File: src/rtl/pc_gen_pkg.sv
// Shared definitions for the fetch PC generator: address width, table sizes,
// and the 2-bit bimodal counter encodings with their saturating update.
package pc_gen_pkg;

    localparam int ADDR = 40;

    typedef logic [ADDR-1:0] addr_t;

    localparam addr_t DEFAULT_RESET_PC    = 40'h0;
    localparam int    DEFAULT_BHT_ENTRIES = 64;
    localparam int    DEFAULT_BTB_ENTRIES = 16;
    localparam addr_t INSN_BYTES          = 40'd4;

    typedef enum logic [1:0] {
        CTR_SNT = 2'b00,
        CTR_WNT = 2'b01,
        CTR_WT  = 2'b10,
        CTR_ST  = 2'b11
    } ctr_e;

    function automatic ctr_e ctr_update(input ctr_e cur, input logic taken);
        ctr_e nxt;
        nxt = cur;
        case (cur)
            CTR_SNT: nxt = taken ? CTR_WNT : CTR_SNT;
            CTR_WNT: nxt = taken ? CTR_WT  : CTR_SNT;
            CTR_WT:  nxt = taken ? CTR_ST  : CTR_WNT;
            CTR_ST:  nxt = taken ? CTR_ST  : CTR_WT;
            default: nxt = CTR_WNT;
        endcase
        return nxt;
    endfunction

endpackage

File: src/rtl/pc_gen_if.sv
// Fetch-side and execute-side signals of the PC generator; the pipeline
// (master) drives the execute resolution, pc_gen (slave) drives fetch PC.
interface pc_gen_if;
    import pc_gen_pkg::*;

    logic  fetch_ready_i;
    logic  pc_valid_o;
    addr_t pc_o;
    logic  pred_taken_o;
    addr_t pred_target_o;
    logic  ex_valid_i;
    addr_t ex_pc_i;
    logic  ex_pred_taken_i;
    addr_t ex_pred_target_i;
    logic  branch_valid_i;
    logic  branch_taken_i;
    addr_t branch_target_i;
    addr_t branch_result_i;
    logic  mispredict_o;

    modport slave (
        input  fetch_ready_i, ex_valid_i, ex_pc_i, ex_pred_taken_i, ex_pred_target_i,
               branch_valid_i, branch_taken_i, branch_target_i, branch_result_i,
        output pc_valid_o, pc_o, pred_taken_o, pred_target_o, mispredict_o
    );

    modport master (
        output fetch_ready_i, ex_valid_i, ex_pc_i, ex_pred_taken_i, ex_pred_target_i,
               branch_valid_i, branch_taken_i, branch_target_i, branch_result_i,
        input  pc_valid_o, pc_o, pred_taken_o, pred_target_o, mispredict_o
    );

endinterface

File: src/rtl/pc_gen_branch_predictor.sv
// Bimodal history table plus direct-mapped BTB: zero-cycle lookup on the
// fetch PC, update/alias-invalidate from the execute-stage resolution.
module branch_predictor import pc_gen_pkg::*; #(
    parameter int BHT_ENTRIES = DEFAULT_BHT_ENTRIES,
    parameter int BTB_ENTRIES = DEFAULT_BTB_ENTRIES
) (
    input  logic  clk,
    input  logic  rst,
    input  addr_t pc,
    input  logic  ex_valid,
    input  addr_t ex_pc,
    input  logic  ex_pred_taken,
    input  logic  branch_valid,
    input  logic  branch_taken,
    input  addr_t branch_target,
    output logic  taken,
    output addr_t target
);

    localparam int BHT_IDX_W = $clog2(BHT_ENTRIES);
    localparam int BTB_IDX_W = $clog2(BTB_ENTRIES);
    localparam int TAG_W     = ADDR - BTB_IDX_W - 2;

    ctr_e             bht_r        [BHT_ENTRIES];
    logic             btb_valid_r  [BTB_ENTRIES];
    logic [TAG_W-1:0] btb_tag_r    [BTB_ENTRIES];
    addr_t            btb_target_r [BTB_ENTRIES];

    logic [BHT_IDX_W-1:0] look_bht_idx_s;
    logic [BHT_IDX_W-1:0] upd_bht_idx_s;
    logic [BTB_IDX_W-1:0] look_btb_idx_s;
    logic [BTB_IDX_W-1:0] upd_btb_idx_s;
    logic [TAG_W-1:0]     look_tag_s;
    logic [TAG_W-1:0]     upd_tag_s;
    logic [1:0]           look_ctr_s;
    logic                 upd_tag_match_s;
    logic                 unused_s;

    assign look_bht_idx_s = pc[BHT_IDX_W+1:2];
    assign look_btb_idx_s = pc[BTB_IDX_W+1:2];
    assign look_tag_s     = pc[ADDR-1:BTB_IDX_W+2];
    assign upd_bht_idx_s  = ex_pc[BHT_IDX_W+1:2];
    assign upd_btb_idx_s  = ex_pc[BTB_IDX_W+1:2];
    assign upd_tag_s      = ex_pc[ADDR-1:BTB_IDX_W+2];
    assign unused_s       = ^{pc[1:0], ex_pc[1:0]};

    assign upd_tag_match_s = btb_valid_r[upd_btb_idx_s] && (btb_tag_r[upd_btb_idx_s] == upd_tag_s);

    // Lookup: reads the pre-update table state, so a same-cycle write is seen next cycle
    always_comb begin
        look_ctr_s = bht_r[look_bht_idx_s];
        taken      = 1'b0;
        target     = btb_target_r[look_btb_idx_s];
        if (btb_valid_r[look_btb_idx_s] && (btb_tag_r[look_btb_idx_s] == look_tag_s)) begin
            taken = look_ctr_s[1];
        end else begin
            taken = 1'b0;
        end
    end

    // Table state: full clear on reset, train on branches, drop aliased entries
    always_ff @(posedge clk) begin
        if (rst) begin
            for (int i = 0; i < BHT_ENTRIES; i++) begin
                bht_r[i] <= CTR_WNT;
            end
            for (int i = 0; i < BTB_ENTRIES; i++) begin
                btb_valid_r[i]  <= 1'b0;
                btb_tag_r[i]    <= {TAG_W{1'b0}};
                btb_target_r[i] <= {ADDR{1'b0}};
            end
        end else if (ex_valid && branch_valid) begin
            bht_r[upd_bht_idx_s] <= ctr_update(bht_r[upd_bht_idx_s], branch_taken);
            if (branch_taken) begin
                btb_valid_r[upd_btb_idx_s]  <= 1'b1;
                btb_tag_r[upd_btb_idx_s]    <= upd_tag_s;
                btb_target_r[upd_btb_idx_s] <= branch_target;
            end
        end else if (ex_valid && ex_pred_taken && upd_tag_match_s) begin
            btb_valid_r[upd_btb_idx_s] <= 1'b0;
        end
    end

endmodule

File: src/rtl/pc_gen.sv
// Fetch PC generator: PC register, mispredict detection and next-PC mux.
// Define PC_GEN_BPRED_EN to add the bimodal/BTB next-PC predictor.
module pc_gen import pc_gen_pkg::*; #(
    parameter addr_t RESET_PC    = DEFAULT_RESET_PC,
    parameter int    BHT_ENTRIES = DEFAULT_BHT_ENTRIES,
    parameter int    BTB_ENTRIES = DEFAULT_BTB_ENTRIES
) (
    input logic     clk_i,
    input logic     rst_i,
    pc_gen_if.slave bus
);

    addr_t pc_r;
    logic  pc_valid_r;
    addr_t seq_pc_s;
    addr_t next_pc_s;
    logic  pred_taken_s;
    addr_t pred_target_s;
    logic  mispredict_s;

    assign seq_pc_s = pc_r + INSN_BYTES;

`ifdef PC_GEN_BPRED_EN
    addr_t btb_target_s;

    branch_predictor #(
        .BHT_ENTRIES (BHT_ENTRIES),
        .BTB_ENTRIES (BTB_ENTRIES)
    ) u_bpred (
        .clk           (clk_i),
        .rst           (rst_i),
        .pc            (pc_r),
        .ex_valid      (bus.ex_valid_i),
        .ex_pc         (bus.ex_pc_i),
        .ex_pred_taken (bus.ex_pred_taken_i),
        .branch_valid  (bus.branch_valid_i),
        .branch_taken  (bus.branch_taken_i),
        .branch_target (bus.branch_target_i),
        .taken         (pred_taken_s),
        .target        (btb_target_s)
    );

    // Predicted next PC falls through to the sequential address on a not-taken guess
    always_comb begin
        pred_target_s = seq_pc_s;
        if (pred_taken_s) begin
            pred_target_s = btb_target_s;
        end else begin
            pred_target_s = seq_pc_s;
        end
    end

    // Wrong direction, or right direction but wrong taken target
    assign mispredict_s = bus.ex_valid_i &&
                          ((bus.branch_taken_i != bus.ex_pred_taken_i) ||
                           (bus.branch_taken_i && (bus.branch_target_i != bus.ex_pred_target_i)));
`else
    logic unused_s;
    localparam int unused_table_cfg = BHT_ENTRIES + BTB_ENTRIES;

    assign pred_taken_s  = 1'b0;
    assign pred_target_s = seq_pc_s;
    assign mispredict_s  = bus.ex_valid_i && bus.branch_taken_i;
    assign unused_s      = ^{bus.ex_pc_i, bus.ex_pred_taken_i, bus.ex_pred_target_i,
                             bus.branch_valid_i, bus.branch_target_i};
`endif

    // Next-PC priority: redirect beats fetch advance, which beats hold
    always_comb begin
        next_pc_s = pc_r;
        if (mispredict_s) begin
            next_pc_s = bus.branch_result_i;
        end else if (pc_valid_r && bus.fetch_ready_i) begin
            next_pc_s = pred_target_s;
        end else begin
            next_pc_s = pc_r;
        end
    end

    // PC register; reset overrides any pending redirect
    always_ff @(posedge clk_i) begin
        if (rst_i) begin
            pc_r       <= RESET_PC;
            pc_valid_r <= 1'b0;
        end else begin
            pc_r       <= next_pc_s;
            pc_valid_r <= 1'b1;
        end
    end

    assign bus.pc_o          = pc_r;
    assign bus.pc_valid_o    = pc_valid_r;
    assign bus.pred_taken_o  = pred_taken_s;
    assign bus.pred_target_o = pred_target_s;
    assign bus.mispredict_o  = mispredict_s;

endmodule

File: src/flat_wrapper.sv
// flat-port wrapper written by rule: the top's interface ports become plain ports
module pc_gen_flat import pc_gen_pkg::*;
#(
    parameter addr_t RESET_PC    = DEFAULT_RESET_PC,
    parameter int    BHT_ENTRIES = DEFAULT_BHT_ENTRIES,
    parameter int    BTB_ENTRIES = DEFAULT_BTB_ENTRIES
)
  (clk_i, rst_i, bus_fetch_ready_i, bus_ex_valid_i, bus_ex_pc_i, bus_ex_pred_taken_i, bus_ex_pred_target_i, bus_branch_valid_i, bus_branch_taken_i, bus_branch_target_i, bus_branch_result_i, bus_pc_valid_o, bus_pc_o, bus_pred_taken_o, bus_pred_target_o, bus_mispredict_o);
  pc_gen_if bus_i ();
  input logic clk_i;
  input logic rst_i;
  input wire logic [$bits(bus_i.fetch_ready_i)-1:0] bus_fetch_ready_i;
  input wire logic [$bits(bus_i.ex_valid_i)-1:0] bus_ex_valid_i;
  input wire logic [$bits(bus_i.ex_pc_i)-1:0] bus_ex_pc_i;
  input wire logic [$bits(bus_i.ex_pred_taken_i)-1:0] bus_ex_pred_taken_i;
  input wire logic [$bits(bus_i.ex_pred_target_i)-1:0] bus_ex_pred_target_i;
  input wire logic [$bits(bus_i.branch_valid_i)-1:0] bus_branch_valid_i;
  input wire logic [$bits(bus_i.branch_taken_i)-1:0] bus_branch_taken_i;
  input wire logic [$bits(bus_i.branch_target_i)-1:0] bus_branch_target_i;
  input wire logic [$bits(bus_i.branch_result_i)-1:0] bus_branch_result_i;
  output wire logic [$bits(bus_i.pc_valid_o)-1:0] bus_pc_valid_o;
  output wire logic [$bits(bus_i.pc_o)-1:0] bus_pc_o;
  output wire logic [$bits(bus_i.pred_taken_o)-1:0] bus_pred_taken_o;
  output wire logic [$bits(bus_i.pred_target_o)-1:0] bus_pred_target_o;
  output wire logic [$bits(bus_i.mispredict_o)-1:0] bus_mispredict_o;
  assign bus_i.fetch_ready_i = bus_fetch_ready_i;
  assign bus_i.ex_valid_i = bus_ex_valid_i;
  assign bus_i.ex_pc_i = bus_ex_pc_i;
  assign bus_i.ex_pred_taken_i = bus_ex_pred_taken_i;
  assign bus_i.ex_pred_target_i = bus_ex_pred_target_i;
  assign bus_i.branch_valid_i = bus_branch_valid_i;
  assign bus_i.branch_taken_i = bus_branch_taken_i;
  assign bus_i.branch_target_i = bus_branch_target_i;
  assign bus_i.branch_result_i = bus_branch_result_i;
  assign bus_pc_valid_o = bus_i.pc_valid_o;
  assign bus_pc_o = bus_i.pc_o;
  assign bus_pred_taken_o = bus_i.pred_taken_o;
  assign bus_pred_target_o = bus_i.pred_target_o;
  assign bus_mispredict_o = bus_i.mispredict_o;
  pc_gen #(.RESET_PC(RESET_PC), .BHT_ENTRIES(BHT_ENTRIES), .BTB_ENTRIES(BTB_ENTRIES)) u_core (.clk_i(clk_i), .rst_i(rst_i), .bus(bus_i));
endmodule
File: config.mk
export PLATFORM = sky130hd
export DESIGN_NAME = pc_gen_flat
export DESIGN_NICKNAME = d
export VERILOG_FILES = /design/src/rtl/pc_gen_pkg.sv /design/src/rtl/pc_gen_if.sv /design/src/rtl/pc_gen_branch_predictor.sv /design/src/rtl/pc_gen.sv /design/src/flat_wrapper.sv
export SDC_FILE = /design/constraint.sdc
export NUM_CORES = 1
export LEC_CHECK = 0
export ABC_AREA = 1
export BUFFER_PORTS_ARGS = -buffer_cell sky130_fd_sc_hd__buf_2
export CORE_AREA = 2 2 96 98
export CTS_BUF_LIST = sky130_fd_sc_hd__clkbuf_8
export DETAILED_ROUTE_END_ITERATION = 10
export DIE_AREA = 0 0 98 100
export HOLD_SLACK_MARGIN = 0.08
export PLACE_DENSITY = 0.73
export SYNTH_ARGS = -nofsm -noshare
export SYNTH_HDL_FRONTEND = slang
export SYNTH_SLANG_ARGS = --single-unit
File: constraint.sdc
create_clock -name clk_i -period 2 [get_ports clk_i]
set_input_delay 0.3 -clock clk_i [delete_from_list [all_inputs] [get_ports clk_i]]
set_output_delay 0.3 -clock clk_i [all_outputs]
set_load 0.02 [all_outputs]
# == Yosys cells after proc, flatten, opt, wreduce, memory -nomap -nowiden ==
# Index checks and enable logic that the tools add are counted.
# word_totals
ff_bits,41
in_bits,167
output_inout_bits,83
wordCells,9
# op_classes
add_sub_neg,1
n_mux,3
reduce_logical,3
# op_table
operator,count
$mux W40,2
$add A40 B3 Y40 const B,1
$logic_and A1 B1 Y1,2
$reduce_bool A2 Y1,1
$mux W1,1

# == Logic depth before layout (Yosys ltp) ==
# depth
depth_word,3
depth_mapped,10

# == Worst setup path after synthesis ==
# OpenSTA, ideal clock, no wires.
# synth_timing
kind,reg2out
start,reg u_core.pc_r[3] (netlist: u_core.bus.pc_o[3])
end,out bus_pred_target_o[38]
arrival_ns,1.655
required_time_ns,1.700
slack_ns,0.045
stages_incl_launch_ff,9
path_cell_list,dfxtp_1 > ha_1 > nand2_2 > nor2_8 > nand2_4 > nor2_8 > nand3_1 > nand2_1 > and2_1
# synth_between
elab_chain_len,1
# synth_rtl
item,line,text
"start, declared",pc_gen.sv:13,addr_t pc_r;
"start signal, assigned",pc_gen.sv:86,pc_r <= next_pc_s;
$add A40 B3 Y40,pc_gen.sv:21,assign seq_pc_s = pc_r + INSN_BYTES;
"end, declared",flat_wrapper.sv:24,output wire logic [$bits(bus_i.pred_target_o)-1:0] bus_pred_target_o;
# Every way passes these cells.

# == Worst setup path after layout ==
# layout_timing
start,reg u_core.pc_r[2] (netlist: u_core.bus.pc_o[2])
end,out bus_pred_target_o[38]
# The elaborated chain is that of the path after synthesis.

==> metrics.md <==
| Metric | Value |
|---|---|
| I/O pin cnt | 250 |
| Hold Startpoint | bus_branch_result_i[1] |
| Worst VDD drop | 255.9 uV |
| Chip width | 98 um |
| Clock-pin transition on the worst setup and hold timing paths | 0.08 ns |
| Final Net Count | 860 |
| CTS tree | built |
| Critical Path AT | 1.81 ns |
| GP Congestion | 0.8563 |
| Hold violation total from the final report | 0 |
| Mapped Avg Cell Area | 6.030 um2 |
| Row cnt | 35 |
| Power Density | 475.2 nW/um2 |
| Fmax | 0.4747 GHz |
| DRT antenna net count | 0 |
| Final setup margin | -0.1066 ns |
| Largest net degree at the start of global routing | 37 |
| P_int | 1488 uW |
| Mapped Area | 3202 um2 |
| Worst r2r path cells | 10 |
| Port Buffer Count | 126 |
| Layout cells sized above 1 | 46.03% |
| Initial antenna violation count | 0 |
| Initial Utilization | 36.02% |
| Fin crit share | 105.3% |
| Total instance count after detailed placement | 767 |
| Yosys reg bits | 41 |
| CTS Buffer Depth | 2 |
| Worst R2R Setup Slack | 0.28 ns |
| Die ar. | 9800 um2 |
| Final WL | 11690 um |
| Core area | 8890 um2 |
| Finished Core Util | 55.07% |
| Max-slew violation count | 0 |
| First-pass DRT Iterations | 5 |
| Drt initial violations | 160 |
| Clock skew | 0.008204 ns |
| P_sw | 838.5 uW |
| Critical R2R Capture | u_core.bus.pc_o[38] |
| CP required | 1.70 ns |
| Worst Setup End Kind | output port |
| Final Critical Period | 2.107 ns |
| DR WL/cell | 14.54 um |
| Min-delay worst type | primary input to flop |
| Layout area overhead | 52.91% |
| Final setup fails | 13 |
| Hold worst-path end | u_core.bus.pc_o[1] |
| Number of global-route vias before repair | 3729 |
| Non-filler instance count after layout | 804 |
| Number of cells on the worst hold path | 3 |
| Tot GR Track Use | 22.27% |
| Via count | 4094 |
| Status | complete, but fails checks |
| Combinational cell fraction of total power | 31.6% |
| Synth top area share | 25.64% |
| Post-synthesis sequential area ratio | 25.64% |
| RSZ-0062 raised after global routing | true |
| TritonCTS Buffers | 5 |
| WS Path Type | flop to output port |
| Netlist cell types | 32 |
| Grt ovf | 0 |
| Top cells by area, synth | dfxtp_1 26%, nand2_1 22%, o21ai_0 6.9% |
| Die H | 100 um |
| Antenna cells | 0 |
| Clock share of power | 27.2% |
| Syn Nets | 699 |
| Synth warn | 0 |
| Clock Sinks | 41 |
| Crit Path Max Fanout | 7 |
| Failing checks | setup timing |
| Root buffer cell | clkbuf_8 |
| H-Tree Depth | 2 |
| Worst R2R Start | u_core.bus.pc_o[2] |
| Crit path launch type | flop |
| Clock latency at the later pin of the worst-skew pair | 0.31 ns |
| Flop pwr share | 41.2% |
| Cell count after synthesis | 531 |
| First-pass GRT wire length | 17840 um |
| Remaining DRCs | 0 |
| Max Cap Viol | 0 |
| Sw Share | 36.04% |
| DP Wirelength | 8156 um |
| Filler cells | 860 |
| Pleak | 0.002464 uW |
| Cell taking the most area after synthesis | dfxtp_1 |
| Drt via density | 5.092 |
[worst max path at each step]
stage	start	endpoint	slack [ns]	depth (start not counted)
after detailed placement	u_core.bus.pc_o[2]	bus_pred_target_o[38]	0.1	8
final	u_core.bus.pc_o[2]	bus_pred_target_o[38]	-0.11	8
after global routing	u_core.bus.pc_o[15]	bus_pred_target_o[36]	-0.20	8
after floorplan	u_core.bus.pc_o[3]	bus_pred_target_o[38]	0.04	8
after CTS	u_core.bus.pc_o[3]	bus_pred_target_o[36]	-0.09	9
after global placement	u_core.bus.pc_o[2]	bus_pred_target_o[35]	0.1	8
[metal layers]
layer,wire length (um),up-vias,GRT usage (%)
met5,0,-,0
met4,184,0,4.487
met3,994,17,3.969
met2,5464,191,37.99
met1,5049,1881,29.71
li1,-,2005,-
[critical path, stage by stage (launching register included)]
cell and delay, ns:
dfxtp_4 0.37, ha_4 0.15, nand2_4 0.07, nor2_8 0.15
nand2_4 0.10, nor2_8 0.19, nand4_1 0.16, and2_4 0.18
buf_6 0.12
[metrics by stage]
| stage | power [uW] | cell area (um2) | hold slack [ns] | TNS [ns] | worst slack, ns |
|---|---|---|---|---|---|
| after detailed placement | 1601 | 4020 | 0.4980 | 0 | 0.09863 |
| after CTS | 2271 | 4509 | 0.2519 | -0.5545 | -0.08660 |
| after global routing | 2442 | 4896 | 0.2516 | -2.220 | -0.2038 |
| final | 2327 | 4896 | 0.2507 | -0.5362 | -0.1066 |
| after floorplan | 1357 | 3202 | 0.4630 | 0 | 0.04467 |
| after global placement | 1587 | 4020 | 0.4861 | 0 | 0.09802 |
[layout make-up]
cell class	count	area [um2]	area share, %
tap	111	138.9	2.837
timing repair buffer	176	1162	23.74
clock inverter	1	5.005	0.1022
inverter	50	192.7	3.936
sequential	41	867.1	17.71
multi-input combinational	418	2434	49.71
clock buffer	7	96.34	1.968
[repair_timing]
item | in CTS | in global routing
setup buffers | 14 | 14
hold buffers | 0 | 0
pin swaps | 23 | 34
gates cloned | 1 | 0
gates resized for setup | 86 | 95
setup endpoints to repair | 27 | 33
[synthesized netlist by cell type, drive strengths merged]
cell type  count
nand3b        12
o21ai         44
xnor2          3
o21bai        11
nand4          6
ha             1
nand3         28
or2            1
a31oi          1
nor2          63
conb           1
buf           11
and2           7
xor2           7
a21oi         37
inv           50
nand2        194
dfxtp         41
nor3           1
clkbuf        12
[power by group through the flow]
stage	clock (uW)	sequential, uW	combinational, uW
6_report	632	958	736
5_1_grt	674	969	799
4_1_cts	636	948	687
3_5_place_dp	0	961	640
3_3_place_gp	0	957	630
2_1_floorplan	0	1020	338
[cells by family after synthesis]
group                      Yosys count  share of synthesized area (%)
other                                1                         0.1171
and+or+nand+nor                    312                          45.60
xor gates and xnor gates            10                          2.736
DFF                                 41                          25.64
AOI/OAI and AO/OA                   93                          16.02
buffers and inverters               73                          9.496
adders and majority gates            1                         0.3907
[flip-flops by register name, summed over array words and instances, names as in the netlist]
signal,flops
u_core.bus.pc_o,40
u_core.bus.pc_valid_o,1
[placed cells by master (no fill, tap or decap), types with 2 or more instances in the layout]
cell	count
nand2_1	156
buf_2	98
buf_4	55
inv_1	48
o21ai_0	43
a21oi_1	32
nor2_1	30
nand2_2	29
dfxtp_2	25
buf_6	23
nor2_4	17
nand3_1	15
nor2_2	13
nand3_2	12
dfxtp_1	12
nand3b_1	11
o21bai_1	11
nand2_4	9
clkbuf_8	7
nand4_1	6
and2_4	5
a21oi_2	5
nor2_8	4
xor2_2	4
dfxtp_4	4
xor2_1	3
and2_1	2
xnor2_2	2
(Power assumes the default switching activity.)
